### src/rtl/multi_delay_timer.sv
`default_nettype none
// +----------------------------------------------------------------------------+
// | multi_delay_timer: NUM_CH delay timers (delay-on/off, one-shot, retrig.)    |
// | sharing one tick prescaler. MULTI_DELAY_TIMER_SYNC_EN adds a 2-flop sync.   |
// | Revision: 1.0                                                               |
// +----------------------------------------------------------------------------+
module multi_delay_timer #(
  parameter int NUM_CH           = 4,
  parameter int WEIGHT_BIT_WIDTH = 8,
  parameter int PRESCALE_WIDTH   = 8
) (
  input  logic                               clk,
  input  logic                               rst_n,
  input  logic [NUM_CH-1:0]                  trigger_in,
  input  logic [NUM_CH-1:0]                  mode_a,
  input  logic [NUM_CH-1:0]                  mode_b,
  input  logic [NUM_CH*WEIGHT_BIT_WIDTH-1:0] weighted_bits,
  input  logic [PRESCALE_WIDTH-1:0]          prescale,
  output logic [NUM_CH-1:0]                  delay_out_n,
  output logic [NUM_CH-1:0]                  busy
);

  localparam int W = WEIGHT_BIT_WIDTH;
  localparam logic [W-1:0] CNT_ONE = W'(1);

  localparam logic [1:0] MODE_DON  = 2'b00;
  localparam logic [1:0] MODE_DOFF = 2'b01;
  localparam logic [1:0] MODE_OS   = 2'b10;
  localparam logic [1:0] MODE_ROS  = 2'b11;

  typedef enum logic [1:0] {
    ST_IDLE   = 2'd0,
    ST_WAIT   = 2'd1,
    ST_ACTIVE = 2'd2,
    ST_HOLD   = 2'd3
  } state_t;

  logic [NUM_CH-1:0] trig;
  logic [NUM_CH-1:0] trig_prev;
  logic [NUM_CH-1:0] rise;

`ifdef MULTI_DELAY_TIMER_SYNC_EN
  logic [NUM_CH-1:0] sync_q1;
  logic [NUM_CH-1:0] sync_q2;

  always_ff @(posedge clk or negedge rst_n) begin
    if (!rst_n) begin
      sync_q1 <= '0;
      sync_q2 <= '0;
    end else begin
      sync_q1 <= trigger_in;
      sync_q2 <= sync_q1;
    end
  end

  assign trig = sync_q2;
`else
  assign trig = trigger_in;
`endif

  always_ff @(posedge clk or negedge rst_n) begin
    if (!rst_n) trig_prev <= '0;
    else        trig_prev <= trig;
  end

  assign rise = trig & ~trig_prev;

  // >= rather than == so lowering P below the running count cannot stall ticks.
  logic [PRESCALE_WIDTH-1:0] presc_cnt;
  logic                      tick;

  assign tick = (presc_cnt >= prescale);

  always_ff @(posedge clk or negedge rst_n) begin
    if (!rst_n)    presc_cnt <= '0;
    else if (tick) presc_cnt <= '0;
    else           presc_cnt <= presc_cnt + 1'b1;
  end

  for (genvar i = 0; i < NUM_CH; i++) begin : g_ch
    state_t       state;
    logic [1:0]   mode;
    logic [W-1:0] cnt;
    logic [W-1:0] n_val;
    logic         n_zero;
    logic         out_n_q;
    logic         busy_q;

    assign n_val          = weighted_bits[i*W +: W];
    assign n_zero         = (n_val == '0);
    assign delay_out_n[i] = out_n_q;
    assign busy[i]        = busy_q;

    always_ff @(posedge clk or negedge rst_n) begin
      if (!rst_n) begin
        state   <= ST_IDLE;
        mode    <= MODE_DON;
        cnt     <= '0;
        out_n_q <= 1'b1;
        busy_q  <= 1'b0;
      end else begin
        case (state)
          ST_IDLE: begin
            // Mode tracks the inputs while idle, so it is frozen on exit.
            mode <= {mode_b[i], mode_a[i]};
            case ({mode_b[i], mode_a[i]})
              MODE_DON: begin
                if (trig[i]) begin
                  busy_q <= 1'b1;
                  cnt    <= n_val;
                  if (n_zero) begin
                    state   <= ST_ACTIVE;
                    out_n_q <= 1'b0;
                  end else begin
                    state   <= ST_WAIT;
                  end
                end
              end
              MODE_DOFF: begin
                if (trig[i]) begin
                  state   <= ST_ACTIVE;
                  out_n_q <= 1'b0;
                  busy_q  <= 1'b1;
                end
              end
              default: begin
                if (rise[i] && !n_zero) begin
                  state   <= ST_HOLD;
                  cnt     <= n_val;
                  out_n_q <= 1'b0;
                  busy_q  <= 1'b1;
                end
              end
            endcase
          end

          ST_WAIT: begin
            if (!trig[i]) begin
              state  <= ST_IDLE;
              cnt    <= '0;
              busy_q <= 1'b0;
            end else if (tick) begin
              cnt <= cnt - CNT_ONE;
              if (cnt == CNT_ONE) begin
                state   <= ST_ACTIVE;
                out_n_q <= 1'b0;
              end
            end
          end

          ST_ACTIVE: begin
            if (!trig[i]) begin
              if (mode == MODE_DOFF && !n_zero) begin
                state <= ST_HOLD;
                cnt   <= n_val;
              end else begin
                state   <= ST_IDLE;
                out_n_q <= 1'b1;
                busy_q  <= 1'b0;
              end
            end
          end

          ST_HOLD: begin
            // Trigger events take priority over a same-cycle expiry.
            if (mode == MODE_DOFF && trig[i]) begin
              state <= ST_ACTIVE;
              cnt   <= '0;
            end else if (mode == MODE_ROS && rise[i] && !n_zero) begin
              cnt <= n_val;
            end else if (tick) begin
              cnt <= cnt - CNT_ONE;
              if (cnt == CNT_ONE) begin
                state   <= ST_IDLE;
                out_n_q <= 1'b1;
                busy_q  <= 1'b0;
              end
            end
          end
        endcase
      end
    end
  end

endmodule
`default_nettype wire

### config.mk
export PLATFORM = sky130hd
export DESIGN_NAME = multi_delay_timer
export DESIGN_NICKNAME = d
export VERILOG_FILES = /design/src/rtl/multi_delay_timer.sv
export SDC_FILE = /design/constraint.sdc
export NUM_CORES = 1
export LEC_CHECK = 0
export ABC_AREA = 1
export BUFFER_PORTS_ARGS = -buffer_cell sky130_fd_sc_hd__buf_2
export CORE_ASPECT_RATIO = 0.9
export CORE_MARGIN = 2
export CORE_UTILIZATION = 50
export DETAILED_ROUTE_END_ITERATION = 6
export GPL_ROUTABILITY_DRIVEN = 0
export PLACE_DENSITY_LB_ADDON = 0.3
export SYNTH_ARGS = -nofsm -noshare
export SYNTH_HDL_FRONTEND = slang
export SYNTH_SLANG_ARGS = --single-unit
### constraint.sdc
create_clock -name clk -period 2.2 [get_ports clk]
set_clock_uncertainty 0.2 [all_clocks]
set_input_delay 0.22 -clock clk [delete_from_list [all_inputs] [get_ports clk]]
set_output_delay 0.22 -clock clk [all_outputs]
set_load 0.005 [all_outputs]
==> results of run 1 <==
==> routing by layer <==
| metal | vias to the layer above | GRT usage [%] | share of wire [%] |
|---|---|---|---|
| met5 | - | 0 | 0 |
| met4 | 0 | 5.36 | 1.1 |
| met3 | 13 | 4.70 | 5.5 |
| met2 | 149 | 37.6 | 46 |
| met1 | 2600 | 31.5 | 48 |
| li1 | 3127 | - | - |
==> flip-flops by register name, indices dropped and copies added (netlist names) <==
| register | count |
|---|---|
| g_ch.state | 8 |
| presc_cnt | 8 |
| trig_prev | 4 |
| g_ch.cnt | 32 |
| g_ch.out_n_q | 4 |
| g_ch.busy_q | 4 |
| g_ch.mode | 8 |
==> cells in the mapped netlist (2+ instances only) <==
library cell / n
nor2_4: 4
nand2_2: 4
a21oi_1: 16
nand2_1: 299
buf_2: 8
buf_4: 10
buf_6: 4
dfrtp_1: 64
a31oi_1: 2
ha_1: 17
nor2_1: 137
and3_1: 5
nand3_1: 121
inv_2: 6
xor2_1: 5
inv_1: 156
o21ai_0: 26
dfstp_2: 4
nor2_2: 5
nor3_1: 15
nand4_1: 14
o21ai_1: 8
nand3_2: 4
==> timing repair <==
item                       CTS  global route
hold endpoints to repair    36             0
setup buffers                0             9
resized for setup            0            26
hold buffers                20             0
setup endpoints to repair    0            43
==> logic make-up (layout without fill, tap and decap cells) <==
logic type / after synthesis / after routing / synth area share (%)
AND/OR/NAND/NOR: 614 / 616 / 46.6
buffers and inverters: 185 / 284 / 13.7
flip-flops: 68 / 68 / 30.1
AO/OA/AOI/OAI: 55 / 55 / 5.04
adder cells (fa/ha/maj): 17 / 17 / 3.76
XOR/XNOR: 5 / 5 / 0.773
==> layout make-up <==
| type | instances | area (um2) |
|---|---|---|
| fill | 1032 | 4060 |
| multi-input combinational | 693 | 3330 |
| sequential | 68 | 1710 |
| timing repair buffer | 105 | 743 |
| inverter | 163 | 614 |
| clock buffer | 10 | 229 |
| tap | 152 | 190 |
| clock inverter | 6 | 63.8 |
==> critical path, cell delays in order (launching register included) <==
cell	delay (ps)
dfrtp_1	420
ha_4	290
nand2_2	70
a21oi_2	150
nor2_4	90
buf_4	140
buf_4	160
nand4_1	140
nand3_1	90
nor2_1	130
nand2_1	70
nand2_1	50
nand2_1	50
==> cells in the final DEF (no fill, tap or decap), drive strengths merged <==
cell type | Yosys | final
nand2 | 304 | 304
inv | 163 | 164
nor2 | 146 | 146
nand3 | 126 | 128
buf | 22 | 84
dfrtp | 64 | 64
o21ai | 34 | 34
dlygate4sd3 | 0 | 20
ha | 17 | 17
a21oi | 16 | 16
nor3 | 15 | 15
nand4 | 14 | 14
clkbuf | 0 | 11
xor2 | 5 | 5
and3 | 5 | 5
dfstp | 4 | 4
a31oi | 2 | 2
clkinv | 0 | 2
clkinvlp | 0 | 2
nor4 | 2 | 2
a21o | 1 | 1
nor3b | 1 | 1
a21boi | 1 | 1
a22oi | 1 | 1
and2 | 1 | 1
bufinv | 0 | 1
==> power groups by stage <==
stage	clock network, mW	logic, mW	registers [mW]
detailed placement	0	4.77	2.39
global route	1.54	6.00	2.48
CTS	1.48	4.82	2.38
finish	1.45	5.13	2.40
global placement	0	4.68	2.39
floorplan	0	3.94	2.26
==> metrics by stage <==
step / power (mW) / std cells / cell area (um2) / TNS (ps)
3_5_place_dp: 7.16 / 1149 / 6130 / 0
3_3_place_gp: 7.07 / 1149 / 6130 / 0
2_1_floorplan: 6.20 / 944 / 5660 / 0
4_1_cts: 8.68 / 1185 / 6620 / 0
5_1_grt: 10.0 / 1197 / 6880 / -27.7
6_report: 8.98 / 1197 / 6880 / 0
==> final timing paths <==
kind                                        startpoint  slack [ps]                           to  cells past startpoint
max                             presc_cnt[7]$_DFF_PN0_          90  g_ch[0].out_n_q$_DFFE_PN1P_                     12
min                                  weighted_bits[28]        -0.5   g_ch[3].cnt[4]$_DFFE_PN0P_                      5
max reg2reg                     presc_cnt[7]$_DFF_PN0_          90  g_ch[0].out_n_q$_DFFE_PN1P_                     12
min reg2reg                g_ch[3].out_n_q$_DFFE_PN1P_         260  g_ch[3].out_n_q$_DFFE_PN1P_                      2
max in group asynchronous                        rst_n         920  g_ch[3].out_n_q$_DFFE_PN1P_                      3
min in group asynchronous                        rst_n         180   g_ch[1].cnt[2]$_DFFE_PN0P_                      2
==> results.yml, run 1 <==
worst_setup_path:
  required_ps: 2270
  path_max_fanout: 7
  worstSetupEndpointType: "flop"
  cp-start-kind: "flop"
  critical_path_class: "flop to flop"
  crit_arrival_ps: 2180
power_and_ir_drop:
  ir_drop_mv: 0.621
  p_sw_mw: 4.27
  power_leakage_nw: 3.82
  netSwitchingFraction_pct: 47.5
  p_per_area_mw_per_mm2: 1310
  internal_power_mw: 4.71
  seq_power_share_pct: 26.7
  clock_power_share_pct: 16.2
  comb_power_share_pct: 57.1
floorplan:
  rows: 36
  core_region_area_mm2: 0.0109
  die_area_mm2: 0.0122
  initial_utilization_pct: 51.7
  fp.dieH_um: 105
  ioPinCount: 62
  die_x_um: 116
synth:
  yosysUniqueCellTypes: 33
  synth_area_leaders: "dfrtp_1 (28%), nand2_1 (20%), nand3_1 (11%)"
  yosysTopAreaCellShare_pct: 28.3
  synthArstFlopShare_pct: 100
  ys_ff_latch: 68
  syn_nets: 1015
  netlist_instances: 944
  synth_edf_count: 0
  synth_flop_cell: "dfrtp_1"
  syn_avg_cell_area_um2: 6.00
  yosys.area.top_type: "dfrtp_1"
  seq_area_frac_synth_pct: 30.1
  yosysWarnings: 0
  syn-cell-area_mm2: 0.00566
sta:
  period_needed_ps: 2110
  holdWs_ps: -0.514
  fin_crit_sh_pct: 96.0
  worst_slew_pin_slew_ps: 511
  setup_viol: 0
  setup_slack_ps: 87.1
  hold_viol: 1
  drv_slew: 0
  slew_headroom_pct: 65.9
  fmax_ghz: 0.473
layout:
  fin_util_pct: 62.9
  fin_nets: 1111
  n_antenna_cell: 0
  drive_gt1_share_pct: 14.4
  syn_to_final_growth_pct: 21.5
job:
  maxCapViolations: 0
worst_hold_path:
  hold_class: "primary input to flop"
routing:
  drt-initial-drc-count: 383
  routed_wl_um: 13600
  firstDrtPassIters: 4
  postRouteAntennaNets: 0
  vias: 5889
  route.detailed.drc: 0
  via_per_inst: 4.92
  routedWlPerCell_um: 11.3
global_routing:
  grt.total_usage_pct: 23.1
  first_global_vias: 5230
  grt_pass1_wl_um: 23000
  grt_max_degree: 50
  overflow: 0
  antenna_found_initial: 0
clock_tree:
  clock_latency_ps: 340
  cts_num_sinks: 68
  cts-htree-levels: 3
  root_buffer: "clkbuf_16"
  cts-buffers-inserted: 9
  cts_tree: "done"
  path_clk_slew_ps: 60
  clk_path_buf_depth: 2
placed_design:
  place_ws_ps: 58.3
  io_buffers: 61
  place_hpwl_um: 9780
status:
  violations: "negative hold slack"
  status: "finished, violations left"
Note: power is estimated with default switching activity, not from simulation.
==> run 2, diff against run 1 <==
Settings changed: PLACE_DENSITY_LB_ADDON 0.3 to 0.1, SKIP_LAST_GASP set to 1.
==> run 2 against run 1 <==
The flow now finishes without violations. Sequential power about the same. Count of clock-buffer cells in the layout is 2 higher. Sequential cell count stayed put. Critical endpoint unchanged.
==> results.yml, run 2 (synthesized netlist as in run 1, its figures left out) <==
layout:
  final_cell_mix: "nand2_1 (291), inv_1 (156), nor2_1 (137)"
  fin_nets: 1109
  largest_reg_flops: 32
  multiInputGateArea_mm2: 0.00334
  nFillCells: 1109
  syn_to_final_growth_pct: 22.0
  drive_gt1_share_pct: 14.6
  final_common_cell: "nand2_1"
  n_antenna_cell: 0
  largest-register: "g_ch.cnt"
  seqCellArea_mm2: 0.00171
routing:
  top_layer: "met4"
  route.detailed.drc: 0
  wl_met3_um: 547
  postRouteAntennaNets: 0
  via_per_inst: 4.94
  routedWlPerCell_um: 11.9
  vias: 5895
  firstDrtPassIters: 5
  wl_met2_um: 6530
  drt-initial-drc-count: 340
  drt-met1-wl_um: 6920
  routed_wl_um: 14100
sta:
  grt_setup_unrepaired: "yes"
  setup_viol: 0
  fin_crit_sh_pct: 96.7
  slew_headroom_pct: 70.9
  holdWs_ps: 0.514
  hold_viol: 0
  period_needed_ps: 2130
  drv_slew: 0
  fmax_ghz: 0.470
  worst_slew_pin_slew_ps: 437
global_routing:
  first_global_vias: 5499
  grt.total_usage_pct: 23.9
  antenna_found_initial: 0
  overflow: 0
  grt_max_degree: 32
  grt_pass1_wl_um: 23800
clock_tree:
  cts_tree: "done"
  cts-htree-levels: 3
  cts_num_sinks: 68
  path_clk_slew_ps: 50
  clock_latency_ps: 340
  clk_path_buf_depth: 2
  cts-buffers-inserted: 9
  root_buffer: "clkbuf_16"
power_and_ir_drop:
  clock_power_share_pct: 16.1
  p_per_area_mw_per_mm2: 1320
  netSwitchingFraction_pct: 47.1
  finalPower_mw: 9.09
  power_leakage_nw: 3.86
  seq_power_share_pct: 26.0
  comb_power_share_pct: 57.9
  p_sw_mw: 4.28
  internal_power_mw: 4.81
  ir_drop_mv: 0.747
worst_hold_path:
  hold_class: "primary input to flop"
placed_design:
  place_hpwl_um: 10000
  io_buffers: 61
worst_setup_path:
  crit_top_cell: "nand2_1"
  path_delay_family: "simple AND/OR/NAND/NOR gates"
  worstPathCellList: "ha_4 > nand2_1 > nor2_4 > nand2_4 > buf_4 > buf_4 > nand4_1 > nand3_1 > nor2_1 > nand2_1 > nand2_1 > nand2_1"
  cp_slowest_cell: "dfrtp_1"
  worstSetupEndpointType: "flop"
  critPathMaxStageDelay_ps: 420
  cp-start-kind: "flop"
  required_ps: 2270
  path_buf_inv: 2
  crit_arrival_ps: 2200
  path_max_fanout: 7
  critical_path_class: "flop to flop"
status:
  status: "finished, final reports clean"
floorplan:
  rows: 36
  fp.dieH_um: 105
  die_area_mm2: 0.0122
  die_x_um: 116
  ioPinCount: 62
  initial_utilization_pct: 51.7
  core_region_area_mm2: 0.0109
job:
  maxCapViolations: 0
## run 2: changes by cell type in the layout (fill, tap and decap cells not counted), moves of 2 or more
cell	before	now
buf_4	17	19
clkbuf_16	10	12
clkbuf_8	0	2
clkinvlp_4	2	0
dlygate4sd3_1	20	15
ha_1	11	13
ha_4	6	4
nand2_1	293	291
nand3_1	120	118
nand3_4	3	5
## run 2: power by group through the flow
stage / clock network [mW] / logic [mW] / registers (mW)
final: 1.46 / 5.27 / 2.37
after global routing: 1.56 / 6.12 / 2.45
after CTS: 1.50 / 4.87 / 2.36
after detailed placement: 0 / 4.83 / 2.37
after global placement: 0 / 4.77 / 2.37
after floorplan: 0 / 3.94 / 2.26
## run 2: worst register-to-register path: stages (launching register included)
cell and delay (ps):
dfrtp_1 420, ha_4 280, nand2_1 80, nor2_4 170
nand2_4 110, buf_4 150, buf_4 160, nand4_1 100
nand3_1 80, nor2_1 150, nand2_1 70, nand2_1 50
nand2_1 40
## run 2: final timing paths
| path | slack, ps | to | start | cells past startpoint |
|---|---|---|---|---|
| min in group asynchronous | 160 | g_ch[3].cnt[3]$_DFFE_PN0P_ | rst_n | 2 |
| max in group asynchronous | 1000 | g_ch[3].out_n_q$_DFFE_PN1P_ | rst_n | 3 |
| max reg2reg | 70 | g_ch[0].out_n_q$_DFFE_PN1P_ | presc_cnt[5]$_DFF_PN0_ | 12 |
| min | 0.5 | g_ch[3].cnt[4]$_DFFE_PN0P_ | weighted_bits[28] | 5 |
| max | 70 | g_ch[0].out_n_q$_DFFE_PN1P_ | presc_cnt[5]$_DFF_PN0_ | 12 |
| min reg2reg | 260 | g_ch[2].out_n_q$_DFFE_PN1P_ | g_ch[2].out_n_q$_DFFE_PN1P_ | 2 |
## run 2: cell type report
type / count / area share, %
flip-flops and latches: 68 / 24.7
well taps: 152 / 2.75
clock buffers: 12 / 3.71
clock inverters: 2 / 0.507
multi-input cells: 693 / 48.4
repair buffers: 103 / 11.0
inverters: 163 / 8.93
## run 2: layer usage
layer	GRT usage, %	up-vias
met5	0	-
met4	6.63	0
met3	5.39	13
met2	38.6	109
met1	32.2	2655
li1	-	3118
## run 2: what timing repair did
| item | CTS | global route |
|---|---|---|
| setup buffers | 0 | 7 |
| gates resized for setup | 0 | 33 |
| endpoints found under the setup margin | 0 | 37 |
| hold endpoints to repair | 67 | 0 |
| hold buffers | 15 | 0 |
## run 2: through the flow
step / worst slack [ps] / cell area, um2 / instances / util, % / setup TNS, ps
after detailed placement: 25.8 / 6150 / 1152 / 56.2 / 0
final: 72.2 / 6910 / 1193 / 63.1 / 0
after global placement: 91.3 / 6150 / 1152 / 56.2 / 0
after CTS: 3.26 / 6590 / 1181 / 60.2 / 0
after global routing: -40.3 / 6910 / 1193 / 63.1 / -152
after floorplan: 244 / 5660 / 944 / - / 0
